--- config.mk ---
export PLATFORM = sky130hd
export DESIGN_NAME = alu_exec_unit
export DESIGN_NICKNAME = d
export VERILOG_FILES = /design/src/rtl/alu_exec_pkg.sv /design/src/rtl/alu_exec_unit_decode.sv /design/src/rtl/alu_exec_unit.sv
export SDC_FILE = /design/constraint.sdc
export NUM_CORES = 1
export LEC_CHECK = 0
export ABC_AREA = 1
export BUFFER_PORTS_ARGS = -buffer_cell sky130_fd_sc_hd__buf_2
export CAP_MARGIN = 25
export CELL_PAD_IN_SITES_DETAIL_PLACEMENT = 1
export CELL_PAD_IN_SITES_GLOBAL_PLACEMENT = 1
export CORE_ASPECT_RATIO = 1.4
export CORE_UTILIZATION = 41
export CTS_CLUSTER_SIZE = 30
export DETAILED_ROUTE_END_ITERATION = 8
export GPL_TIMING_DRIVEN = 0
export PLACE_DENSITY_LB_ADDON = 0.1
export SYNTH_ARGS = -nofsm -noshare
export SYNTH_HDL_FRONTEND = slang
export SYNTH_HIERARCHICAL = 1
export SYNTH_SLANG_ARGS = --single-unit
--- constraint.sdc ---
create_clock -name Clock -period 3.25 [get_ports Clock]
set_input_delay 0.1625 -clock Clock [delete_from_list [all_inputs] [get_ports Clock]]
set_output_delay 0.1625 -clock Clock [all_outputs]
set_load 0.005 [all_outputs]
--- src/rtl/alu_exec_pkg.sv ---
// alu_exec_pkg: shared ALUOp/funct encodings, ALUCtl codes and FSM states for alu_exec_unit.
package alu_exec_pkg;
    localparam logic [1:0] ALUOP_ADD   = 2'b00;
    localparam logic [1:0] ALUOP_SUB   = 2'b01;
    localparam logic [1:0] ALUOP_RTYPE = 2'b10;
    localparam logic [5:0] FN_ADD  = 6'b100000;
    localparam logic [5:0] FN_SUB  = 6'b100010;
    localparam logic [5:0] FN_AND  = 6'b100100;
    localparam logic [5:0] FN_OR   = 6'b100101;
    localparam logic [5:0] FN_SLT  = 6'b101010;
    localparam logic [5:0] FN_NOR  = 6'b100111;
    localparam logic [5:0] FN_SLLV = 6'b000100;
    localparam logic [5:0] FN_SRLV = 6'b000110;
    localparam logic [5:0] FN_MULT = 6'b011000;
    localparam logic [3:0] CTL_AND = 4'b0000;
    localparam logic [3:0] CTL_OR  = 4'b0001;
    localparam logic [3:0] CTL_ADD = 4'b0010;
    localparam logic [3:0] CTL_SLL = 4'b0011;
    localparam logic [3:0] CTL_SRL = 4'b0100;
    localparam logic [3:0] CTL_SUB = 4'b0110;
    localparam logic [3:0] CTL_SLT = 4'b0111;
    localparam logic [3:0] CTL_MUL = 4'b1000;
    localparam logic [3:0] CTL_NOR = 4'b1100;
    localparam logic [3:0] CTL_BAD = 4'b1111;
    typedef enum logic {S_IDLE, S_MUL} state_t;
endpackage

--- src/rtl/alu_exec_unit_decode.sv ---
// alu_decode: combinational ALUOp+Function -> ALUCtl decoder; mult decodes only with ALU_EXEC_UNIT_MULT_EN.
import alu_exec_pkg::*;
module alu_decode (
    input  logic [1:0] i_alu_op,
    input  logic [5:0] i_funct,
    output logic [3:0] o_ctl,
    output logic       o_unsupported
);
    always_comb begin
        o_ctl = CTL_BAD;
        case (i_alu_op)
            ALUOP_ADD: o_ctl = CTL_ADD;
            ALUOP_SUB: o_ctl = CTL_SUB;
            ALUOP_RTYPE:
                case (i_funct)
                    FN_ADD:  o_ctl = CTL_ADD;
                    FN_SUB:  o_ctl = CTL_SUB;
                    FN_AND:  o_ctl = CTL_AND;
                    FN_OR:   o_ctl = CTL_OR;
                    FN_SLT:  o_ctl = CTL_SLT;
                    FN_NOR:  o_ctl = CTL_NOR;
                    FN_SLLV: o_ctl = CTL_SLL;
                    FN_SRLV: o_ctl = CTL_SRL;
`ifdef ALU_EXEC_UNIT_MULT_EN
                    FN_MULT: o_ctl = CTL_MUL;
`endif
                    default: o_ctl = CTL_BAD;
                endcase
            default: o_ctl = CTL_BAD;
        endcase
        o_unsupported = (o_ctl == CTL_BAD);
    end
endmodule

--- src/rtl/alu_exec_unit.sv ---
// alu_exec_unit: valid/ready ALU with registered output; iterative shift-add multiplier
// and MUL state exist only when ALU_EXEC_UNIT_MULT_EN is defined.
import alu_exec_pkg::*;
module alu_exec_unit #(
    parameter int WIDTH = 32,
    parameter int SHW   = $clog2(WIDTH)
) (
    input  logic             Clock,
    input  logic             Reset,
    input  logic             InValid,
    output logic             InReady,
    input  logic [1:0]       ALUOp,
    input  logic [5:0]       Function,
    input  logic [WIDTH-1:0] A,
    input  logic [WIDTH-1:0] B,
    output logic             OutValid,
    input  logic             OutReady,
    output logic [WIDTH-1:0] Result,
    output logic             Zero,
    output logic [3:0]       ALUCtl,
    output logic             Error
);
    logic [3:0]       w_ctl, w_ld_ctl;
    logic             w_unsup, w_accept, w_is_mult, w_idle, w_load, w_mul_done;
    logic [WIDTH-1:0] w_alu, w_mul_res, w_res;
    logic             r_valid, r_zero, r_err;
    logic [WIDTH-1:0] r_result;
    logic [3:0]       r_ctl;

    alu_decode u_decode (
        .i_alu_op      (ALUOp),
        .i_funct       (Function),
        .o_ctl         (w_ctl),
        .o_unsupported (w_unsup)
    );

    assign InReady   = w_idle && (!r_valid || OutReady);
    assign w_accept  = InValid && InReady;
    assign w_is_mult = (w_ctl == CTL_MUL);
    assign w_load    = (w_accept && !w_is_mult) || w_mul_done;
    assign w_res     = w_mul_done ? w_mul_res : w_alu;
    assign w_ld_ctl  = w_mul_done ? CTL_MUL : w_ctl;

    always_comb begin
        w_alu = '0;
        case (w_ctl)
            CTL_ADD: w_alu = A + B;
            CTL_SUB: w_alu = A - B;
            CTL_AND: w_alu = A & B;
            CTL_OR:  w_alu = A | B;
            CTL_NOR: w_alu = ~(A | B);
            CTL_SLT: w_alu = {{(WIDTH-1){1'b0}}, $signed(A) < $signed(B)};
            CTL_SLL: w_alu = A << B[SHW-1:0];
            CTL_SRL: w_alu = A >> B[SHW-1:0];
            default: w_alu = '0;
        endcase
    end

`ifdef ALU_EXEC_UNIT_MULT_EN
    state_t           r_state, w_state_nxt;
    logic [WIDTH-1:0] r_mcand, r_mplier, r_acc;
    logic [SHW-1:0]   r_cnt;

    assign w_idle     = (r_state == S_IDLE);
    assign w_mul_res  = r_acc + (r_mplier[0] ? r_mcand : '0);
    assign w_mul_done = (r_state == S_MUL) && (r_cnt == SHW'(WIDTH-1));

    always_ff @(posedge Clock)
        r_state <= Reset ? S_IDLE : w_state_nxt;

    always_comb begin
        w_state_nxt = r_state;
        case (r_state)
            S_IDLE:  w_state_nxt = (w_accept && w_is_mult) ? S_MUL : S_IDLE;
            S_MUL:   w_state_nxt = w_mul_done ? S_IDLE : S_MUL;
            default: w_state_nxt = S_IDLE;
        endcase
    end

    // One multiplier bit per cycle; the last iteration's sum goes straight to the output register.
    always_ff @(posedge Clock) begin
        if (Reset) begin
            r_mcand  <= '0;
            r_mplier <= '0;
            r_acc    <= '0;
            r_cnt    <= '0;
        end else if (w_accept && w_is_mult) begin
            r_mcand  <= A;
            r_mplier <= B;
            r_acc    <= '0;
            r_cnt    <= '0;
        end else if (r_state == S_MUL) begin
            r_mcand  <= r_mcand << 1;
            r_mplier <= r_mplier >> 1;
            r_acc    <= w_mul_res;
            r_cnt    <= r_cnt + 1'b1;
        end
    end
`else
    assign w_idle     = 1'b1;
    assign w_mul_res  = '0;
    assign w_mul_done = 1'b0;
`endif

    always_ff @(posedge Clock) begin
        if (Reset) begin
            r_valid  <= 1'b0;
            r_result <= '0;
            r_zero   <= 1'b0;
            r_ctl    <= 4'b0000;
            r_err    <= 1'b0;
        end else if (w_load) begin
            r_valid  <= 1'b1;
            r_result <= w_res;
            r_zero   <= (w_res == '0);
            r_ctl    <= w_ld_ctl;
            r_err    <= !w_mul_done && w_unsup;
        end else if (OutReady) begin
            r_valid  <= 1'b0;
        end
    end

    assign OutValid = r_valid;
    assign Result   = r_result;
    assign Zero     = r_zero;
    assign ALUCtl   = r_ctl;
    assign Error    = r_err;
endmodule

==> results of run 1 <==
## placed cells by master (no fill, tap or decap), types with 5 or more instances in the layout
cell / synthesis / routed
sky130_fd_sc_hd__o22ai_1: 14 / 14
sky130_fd_sc_hd__nand3_2: 3 / 14
sky130_fd_sc_hd__buf_4: 12 / 20
sky130_fd_sc_hd__clkbuf_16: 0 / 5
sky130_fd_sc_hd__clkbuf_4: 0 / 6
sky130_fd_sc_hd__inv_1: 350 / 349
sky130_fd_sc_hd__o211ai_1: 17 / 17
sky130_fd_sc_hd__clkbuf_1: 30 / 29
sky130_fd_sc_hd__a21oi_1: 79 / 77
sky130_fd_sc_hd__o21ai_0: 59 / 57
sky130_fd_sc_hd__nor2_1: 259 / 245
sky130_fd_sc_hd__dfxtp_1: 39 / 39
sky130_fd_sc_hd__nand3_1: 491 / 479
sky130_fd_sc_hd__nor3_1: 17 / 14
sky130_fd_sc_hd__o21ai_1: 6 / 8
sky130_fd_sc_hd__nand4_1: 25 / 25
sky130_fd_sc_hd__buf_2: 49 / 150
sky130_fd_sc_hd__buf_6: 7 / 10
sky130_fd_sc_hd__and2_1: 7 / 7
sky130_fd_sc_hd__nor2_4: 2 / 14
sky130_fd_sc_hd__ha_1: 108 / 108
sky130_fd_sc_hd__inv_2: 12 / 11
sky130_fd_sc_hd__nand2_2: 23 / 28
sky130_fd_sc_hd__o21bai_1: 6 / 6
sky130_fd_sc_hd__nor2_2: 17 / 19
sky130_fd_sc_hd__nand2_1: 667 / 662
## worst max-delay path: stages
cell	delay (ns)
sky130_fd_sc_hd__clkbuf_4	0.19
sky130_fd_sc_hd__inv_1	0.13
sky130_fd_sc_hd__buf_4	0.20
sky130_fd_sc_hd__buf_8	0.19
sky130_fd_sc_hd__ha_1	0.24
sky130_fd_sc_hd__buf_4	0.18
sky130_fd_sc_hd__nand2_1	0.07
sky130_fd_sc_hd__nand2_1	0.13
sky130_fd_sc_hd__nand2_1	0.10
sky130_fd_sc_hd__nand2_1	0.06
sky130_fd_sc_hd__nand2_1	0.06
sky130_fd_sc_hd__nand3_1	0.28
sky130_fd_sc_hd__o21ai_0	0.40
sky130_fd_sc_hd__nand4_1	0.15
sky130_fd_sc_hd__buf_4	0.19
sky130_fd_sc_hd__nor2_1	0.17
sky130_fd_sc_hd__nand3_1	0.17
sky130_fd_sc_hd__nor2_1	0.18
sky130_fd_sc_hd__nand3_1	0.11
sky130_fd_sc_hd__a21oi_1	0.14
## path summary, 6_finish.rpt
kind | startpoint | to | cells past startpoint
worst min-delay path | OutReady | OutValid$_SDFFE_PP0P_ | 4
worst max register to register | OutValid$_SDFFE_PP0P_ | Zero$_SDFFE_PP0P_ | 11
worst max-delay path | B[3] | Zero$_SDFFE_PP0P_ | 20
worst min register to register | ALUCtl[1]$_SDFFE_PP0P_ | ALUCtl[1]$_SDFFE_PP0P_ | 2
## flip-flops by register name (all words and copies together) (netlist names)
name and count:
Result 32, ALUCtl 4, Error 1, OutValid 1, Zero 1
## metrics by stage
step,power (mW),util [%],hold WS [ns],cells,TNS (ns)
floorplan,1.79,-,0.393,2336,0
global placement,2.51,45.3,0.450,2825,-3.34
detailed placement,2.57,45.3,0.458,2825,-5.19
CTS,3.26,46.3,0.200,2834,0
global route,3.57,47.1,0.216,2839,-0.0662
finish,3.41,47.1,0.185,2840,-0.0435
## routing by layer
layer,vias to the layer above,global-route usage (%),share of wire [%]
met5,-,0,0
li1,7701,-,-
met3,440,7.93,7.5
met4,0,51.7,13
met1,8209,50.2,34
met2,988,81.0,46
## cell families (layout without fill, tap and decap cells)
logic type                 after synthesis  count (layout)  synth area share [%]
AOI/OAI and AO/OA                      195             195                  9.26
and+or+nand+nor                       1525            1525                  56.1
buffers and inverters                  464             591                  16.1
adders and majority gates              110             110                  11.8
other                                    0               2                     0
DFF                                     39              39                  6.60
xor gates and xnor gates                 3               3                 0.222
## power groups by stage
stage | Clock [mW] | Sequential [mW] | Combinational (mW)
2_1_floorplan | 0 | 0.549 | 1.24
3_3_place_gp | 0 | 0.544 | 1.96
3_5_place_dp | 0 | 0.547 | 2.02
4_1_cts | 0.650 | 0.538 | 2.07
5_1_grt | 0.670 | 0.541 | 2.36
6_report | 0.661 | 0.539 | 2.21
## cell type report
type                            instances  area, um2
Sequential cell                        39        781
Fill cell                            4367      15000
Clock inverter                          2       60.1
Timing Repair Buffer                  123        653
Tap cell                              375        469
Inverter                              363       1370
Clock buffer                            6        129
Multi-Input combinational cell       1833       9350
Antenna cell                            2       5.00
Buffer                                 97        562
## what timing repair did
| item | CTS | global route |
|---|---|---|
| setup buffers | 3 | 6 |
| resized for setup | 24 | 50 |
| pin swaps | 2 | 6 |
| endpoints found under the setup margin | 8 | 3 |
==> load_flow_metrics.sql, run 1 <==
INSERT INTO impl_metrics (metric_group, metric, value, unit) VALUES
('outcome', 'result_of_the_run', 'finished with violations', ''),
('outcome', 'violations', 'negative setup slack', ''),
('route', 'routed_wl', '72700', 'um'),
('worst_hold_path', 'worst_hold_path_type', 'input port to flip-flop', ''),
('power', 'clockPowerShare', '19.4', '%'),
('clock_network', 'cts_hold_buffers', '0', ''),
('final_layout', 'final_layout_size_suffix_gt1_share', '12.2', '%'),
('timing', 'maxSlewHeadroom', '33.4', '%'),
('clock_network', 'ctsLongestPathBuffers', '2', ''),
('floorplan', 'core-area', '0.0284', 'mm2'),
('synth', 'synth_edf_count', '0', ''),
('floorplan', 'core.rowCount', '73', ''),
('power', 'p_switching', '1.84', 'mW'),
('power', 'leakagePower', '7.71', 'nW'),
('synth', 'yosys.cell_types.count', '43', ''),
('synth', 'ys_top_cells_by_count', '667 x sky130_fd_sc_hd__nand2_1, 491 x sky130_fd_sc_hd__nand3_1, 350 x sky130_fd_sc_hd__inv_1, 259 x sky130_fd_sc_hd__nor2_1, 108 x sky130_fd_sc_hd__ha_1', ''),
('synth', 'synth_top_flop_cell', 'sky130_fd_sc_hd__dfxtp_1', ''),
('timing', 'timing_hold_violations_final', '0', ''),
('clock_network', 'cts.reportedPaths.clkPinSlew', '0.06', 'ns'),
('synth', 'post-synth-top-count-cell', 'sky130_fd_sc_hd__nand2_1', ''),
('placement', 'detailedPlacementHpwl', '59900', 'um'),
('route', 'initialDrtViolationCount', '1228', ''),
('setup_path', 'crit_type', 'input port to flip-flop', ''),
('global_routing', 'grt.overflow.total', '0', ''),
('clock_network', 'cts_tree', 'done', ''),
('timing', 'final.setup.worst_slack', '-0.0435', 'ns'),
('final_layout', 'finish.net_count', '2648', ''),
('synth', 'synth_nets', '2522', ''),
('floorplan', 'die_w', '146', 'um'),
('synth', 'synth-seq-area-share', '6.60', '%'),
('final_layout', 'syn_to_layout_area_delta', '13.1', '%'),
('synth', 'postSynth.asyncResetShare', '0', '%'),
('setup_path', 'cp-end-kind', 'flip-flop', ''),
('clock_network', 'clock_tree.root_cell', 'sky130_fd_sc_hd__clkbuf_16', ''),
('floorplan', 'die_area', '0.0295', 'mm2'),
('power', 'power-per-cell-area', '255', 'mW/mm2'),
('floorplan', 'starting_density_of_the_core', '41.6', '%'),
('placement', 'dpl-instance-area', '0.0129', 'mm2'),
('global_routing', 'wire_length_of_the_first_global_routing_pass', '106000', 'um'),
('timing', 'timing.fmax', '0.304', 'GHz'),
('synth', 'syn_avg_cell_area', '5.06', 'um2'),
('synth', 'synth_top_area_share', '21.2', '%'),
('setup_path', 'cp.required', '3.47', 'ns'),
('synth', 'yosys_warnings', '6', ''),
('power', 'power.combinational.fraction', '64.8', '%'),
('power', 'p_seq_share', '15.8', '%'),
('power', 'sw_frac_of_total', '54.0', '%'),
('route', 'post_drt_wl_per_cell', '25.6', 'um'),
('synth', 'synth_area', '0.0118', 'mm2'),
('route', 'routed-via-count', '17300', ''),
('timing', 'worst_clock_skew', '0.00337', 'ns'),
('synth', 'synth.largest_area_cell', 'sky130_fd_sc_hd__nand2_1', ''),
('job', 'max_capacitance_violation_total', '0', ''),
('setup_path', 'regToRegSetupSlack', '0.86', 'ns'),
('floorplan', 'number_of_top_level_design_ports', '116', ''),
('route', 'drtAntennaViolNets', '0', ''),
('synth', 'synth_top_cells_by_area', 'sky130_fd_sc_hd__nand2_1 21%, sky130_fd_sc_hd__nand3_1 21%, sky130_fd_sc_hd__ha_1 11%', ''),
('timing', 'post-route-period-util', '101', '%'),
('placement', 'dp_worst_setup_slack', '-0.841', 'ns'),
('final_layout', 'layout.cell_area.non_filler', '0.0134', 'mm2'),
('clock_network', 'cts_buffers', '5', ''),
('clock_network', 'clock_sink_count', '39', ''),
('power', 'p_int', '1.57', 'mW'),
('timing', 'timing.final.setup_violations', '1', ''),
('global_routing', 'first_global_vias', '17700', ''),
('route', 'remaining_drc_errors', '0', ''),
('timing', 'timing.final.max_slew_violations', '0', ''),
('route', 'via_per_inst', '6.10', ''),
('placement', 'routabilityCongestion', '1.09', ''),
('setup_path', 'arrival', '3.52', 'ns'),
('clock_network', 'htree_depth', '2', '');
(Power assumes the default switching activity.)
==> inputs of run 2 (changes only) <==
- clock period: 3.25 -> 3.6 ns (I/O delays scaled with it)
==> run 2 against run 1 <==
The run now ends clean; clock power is 10% lower; global-route usage is 0.17 points lower; largest cell class unchanged; non-clock buffer count is 3 lower; wire length is 1.0% lower; highest routed layer is now met5; count of clock-buffer cells in the layout stayed put; sequential cell count stayed put.
==> load_flow_metrics.sql, run 2 (synthesis gave the netlist of run 1 again) <==
INSERT INTO impl_metrics (metric_group, metric, value, unit) VALUES
('clock_network', 'cts.reportedPaths.clkPinSlew', '0.06', 'ns'),
('worst_hold_path', 'cell_depth_of_the_worst_min_delay_path', '4', ''),
('global_routing', 'grt.overflow.total', '0', ''),
('clock_network', 'cts_tree', 'done', ''),
('global_routing', 'grt_max_degree', '13', ''),
('route', 'via_per_inst', '6.07', ''),
('setup_path', 'crit-reg2reg-capture', 'Zero$_SDFFE_PP0P_', ''),
('route', 'post_drt_wl_per_cell', '25.3', 'um'),
('power', 'p_switching', '1.63', 'mW'),
('floorplan', 'core-area', '0.0284', 'mm2'),
('setup_path', 'critical_path.startpoint_type', 'input port', ''),
('clock_network', 'clock_sink_count', '39', ''),
('setup_path', 'r2r_cells', '11', ''),
('setup_path', 'regToRegStartpoint', 'OutValid$_SDFFE_PP0P_', ''),
('route', 'number_of_optimization_iterations_in_the_first_detailed_route_pass', '7', ''),
('floorplan', 'number_of_top_level_design_ports', '116', ''),
('route', 'routed-via-count', '17200', ''),
('final_layout', 'mostFrequentLayoutCells', '667 x sky130_fd_sc_hd__nand2_1, 489 x sky130_fd_sc_hd__nand3_1, 350 x sky130_fd_sc_hd__inv_1', ''),
('global_routing', 'wire_length_of_the_first_global_routing_pass', '106000', 'um'),
('power', 'p_seq_share', '16.1', '%'),
('timing', 'post-route-period-util', '99.6', '%'),
('power', 'total_power', '3.03', 'mW'),
('timing', 'timing.fmax', '0.279', 'GHz'),
('power', 'clockPowerShare', '19.6', '%'),
('power', 'power.combinational.fraction', '64.3', '%'),
('timing', 'maxSlewHeadroom', '35.1', '%'),
('worst_hold_path', 'hold_path_startpoint', 'OutReady', ''),
('global_routing', 'grt_antenna_before_repair', '5', ''),
('timing', 'final.setup.worst_slack', '0.0137', 'ns'),
('final_layout', 'final_layout_size_suffix_gt1_share', '11.0', '%'),
('floorplan', 'die_y', '203', 'um'),
('setup_path', 'critical_path.startpoint', 'B[3]', ''),
('setup_path', 'cp-end-kind', 'flip-flop', ''),
('setup_path', 'crit_type', 'input port to flip-flop', ''),
('job', 'max_capacitance_violation_total', '0', ''),
('final_layout', 'syn_to_layout_area_delta', '11.1', '%'),
('placement', 'port_buffers', '114', ''),
('route', 'routed_wl', '71900', 'um'),
('timing', 'timing.final.setup_violations', '0', ''),
('route', 'remaining_drc_errors', '0', ''),
('power', 'p_int', '1.39', 'mW'),
('clock_network', 'ctsLongestPathBuffers', '2', ''),
('route', 'initialDrtViolationCount', '1228', ''),
('clock_network', 'clock_tree.root_cell', 'sky130_fd_sc_hd__clkbuf_16', ''),
('power', 'power-per-cell-area', '230', 'mW/mm2'),
('power', 'vdd_ir_drop_max', '0.220', 'mV'),
('floorplan', 'die_w', '146', 'um'),
('setup_path', 'regToRegSetupSlack', '1.20', 'ns'),
('worst_hold_path', 'holdPathEnd', 'OutValid$_SDFFE_PP0P_', ''),
('power', 'leakagePower', '7.62', 'nW'),
('global_routing', 'first_global_vias', '17700', ''),
('final_layout', 'flip_flop_count_of_the_largest_register_after_layout', '32', ''),
('outcome', 'result_of_the_run', 'finished, final reports clean', ''),
('worst_hold_path', 'worst_hold_path_type', 'input port to flip-flop', ''),
('timing', 'timing_hold_violations_final', '0', ''),
('clock_network', 'cts_hold_buffers', '0', ''),
('final_layout', 'finish.utilization', '46.2', '%'),
('floorplan', 'core.rowCount', '73', ''),
('floorplan', 'die_area', '0.0295', 'mm2'),
('clock_network', 'clk_latency', '0.29', 'ns'),
('timing', 'period_minus_slack', '3.59', 'ns'),
('setup_path', 'cp.required', '3.82', 'ns'),
('clock_network', 'htree_depth', '2', ''),
('floorplan', 'starting_density_of_the_core', '41.6', '%'),
('setup_path', 'timing.critical_path.fanout_max', '11', ''),
('placement', 'dp_worst_setup_slack', '-0.508', 'ns'),
('timing', 'whs', '0.206', 'ns'),
('timing', 'worst_clock_skew', '0.00427', 'ns'),
('power', 'sw_frac_of_total', '53.9', '%'),
('timing', 'worstMarginPinSlew', '0.973', 'ns'),
('route', 'drtAntennaViolNets', '0', ''),
('placement', 'routabilityCongestion', '1.09', ''),
('timing', 'fin_tns_setup', '0', 'ns'),
('timing', 'timing.final.max_slew_violations', '0', ''),
('clock_network', 'cts_buffers', '5', ''),
('final_layout', 'finish.net_count', '2645', ''),
('setup_path', 'arrival', '3.81', 'ns'),
('global_routing', 'globalRouteTotalUtil', '48.4', '%'),
('final_layout', 'layout_commonest_cell', 'sky130_fd_sc_hd__nand2_1', ''),
('placement', 'detailedPlacementHpwl', '59900', 'um');
-- run 2: worst max-delay path by stage --
stage,endpoint,cells after the start,slack [ns]
4_1_cts,Zero$_SDFFE_PP0P_,23,0.03
5_1_grt,Zero$_SDFFE_PP0P_,24,-0.02
3_5_place_dp,Zero$_SDFFE_PP0P_,18,-0.51
6_report,Zero$_SDFFE_PP0P_,23,0.01
3_3_place_gp,Zero$_SDFFE_PP0P_,18,-0.45
2_1_floorplan,Zero$_SDFFE_PP0P_,23,1.09
-- run 2: layout make-up --
type,instances,area [um2]
timing repair buffer,117,593
antenna,3,7.51
multi-input combinational,1833,9190
sequential,39,781
tap,375,469
clock buffer,6,129
fill,4397,15300
clock inverter,2,60.1
buffer,100,542
inverter,363,1370
-- run 2: metal layers --
metal,part of all wire (%),global-route usage [%],up-vias
li1,-,-,7693
met2,46,81.1,962
met3,7.1,8.02,419
met5,0.038,0,-
met4,12,51.5,4
met1,35,49.7,8153
-- run 2: worst max-delay path, stage by stage --
cell,delay (ns)
sky130_fd_sc_hd__buf_2,0.09
sky130_fd_sc_hd__buf_2,0.25
sky130_fd_sc_hd__inv_1,0.12
sky130_fd_sc_hd__buf_2,0.21
sky130_fd_sc_hd__buf_6,0.19
sky130_fd_sc_hd__ha_1,0.28
sky130_fd_sc_hd__buf_4,0.17
sky130_fd_sc_hd__nand2_1,0.06
sky130_fd_sc_hd__nand2_1,0.14
sky130_fd_sc_hd__inv_1,0.07
sky130_fd_sc_hd__nand2_1,0.18
sky130_fd_sc_hd__nand2_1,0.08
sky130_fd_sc_hd__nand3_1,0.08
sky130_fd_sc_hd__nand2_1,0.07
sky130_fd_sc_hd__nor2_2,0.21
sky130_fd_sc_hd__nand3_1,0.11
sky130_fd_sc_hd__nor2_1,0.33
sky130_fd_sc_hd__nand3_1,0.26
sky130_fd_sc_hd__nor2_1,0.20
sky130_fd_sc_hd__nand2_1,0.09
sky130_fd_sc_hd__nor2_1,0.17
sky130_fd_sc_hd__nand3_1,0.11
sky130_fd_sc_hd__a21oi_1,0.14
-- run 2: power by group through the flow --
stage          combinational [mW]  clock, mW  sequential (mW)
6_report                     1.95      0.593            0.486
5_1_grt                      2.08      0.603            0.489
4_1_cts                      1.86      0.587            0.485
3_5_place_dp                 1.83          0            0.494
3_3_place_gp                 1.77          0            0.491
2_1_floorplan                1.12          0            0.495
-- run 2: repair_timing --
item / 4_1_cts / 5_1_grt
buffers inserted: 1 / 2
endpoints found under the hold margin: 0 / 0
pin swaps: 1 / 2
resized for setup: 4 / 12
endpoints found under the setup margin: 1 / 1
-- run 2: per-stage QoR --
step / instances / cell area (um2)
2_1_floorplan: 2336 / 11800
3_3_place_gp: 2825 / 12900
3_5_place_dp: 2825 / 12900
4_1_cts: 2834 / 13100
5_1_grt: 2837 / 13100
6_report: 2838 / 13100
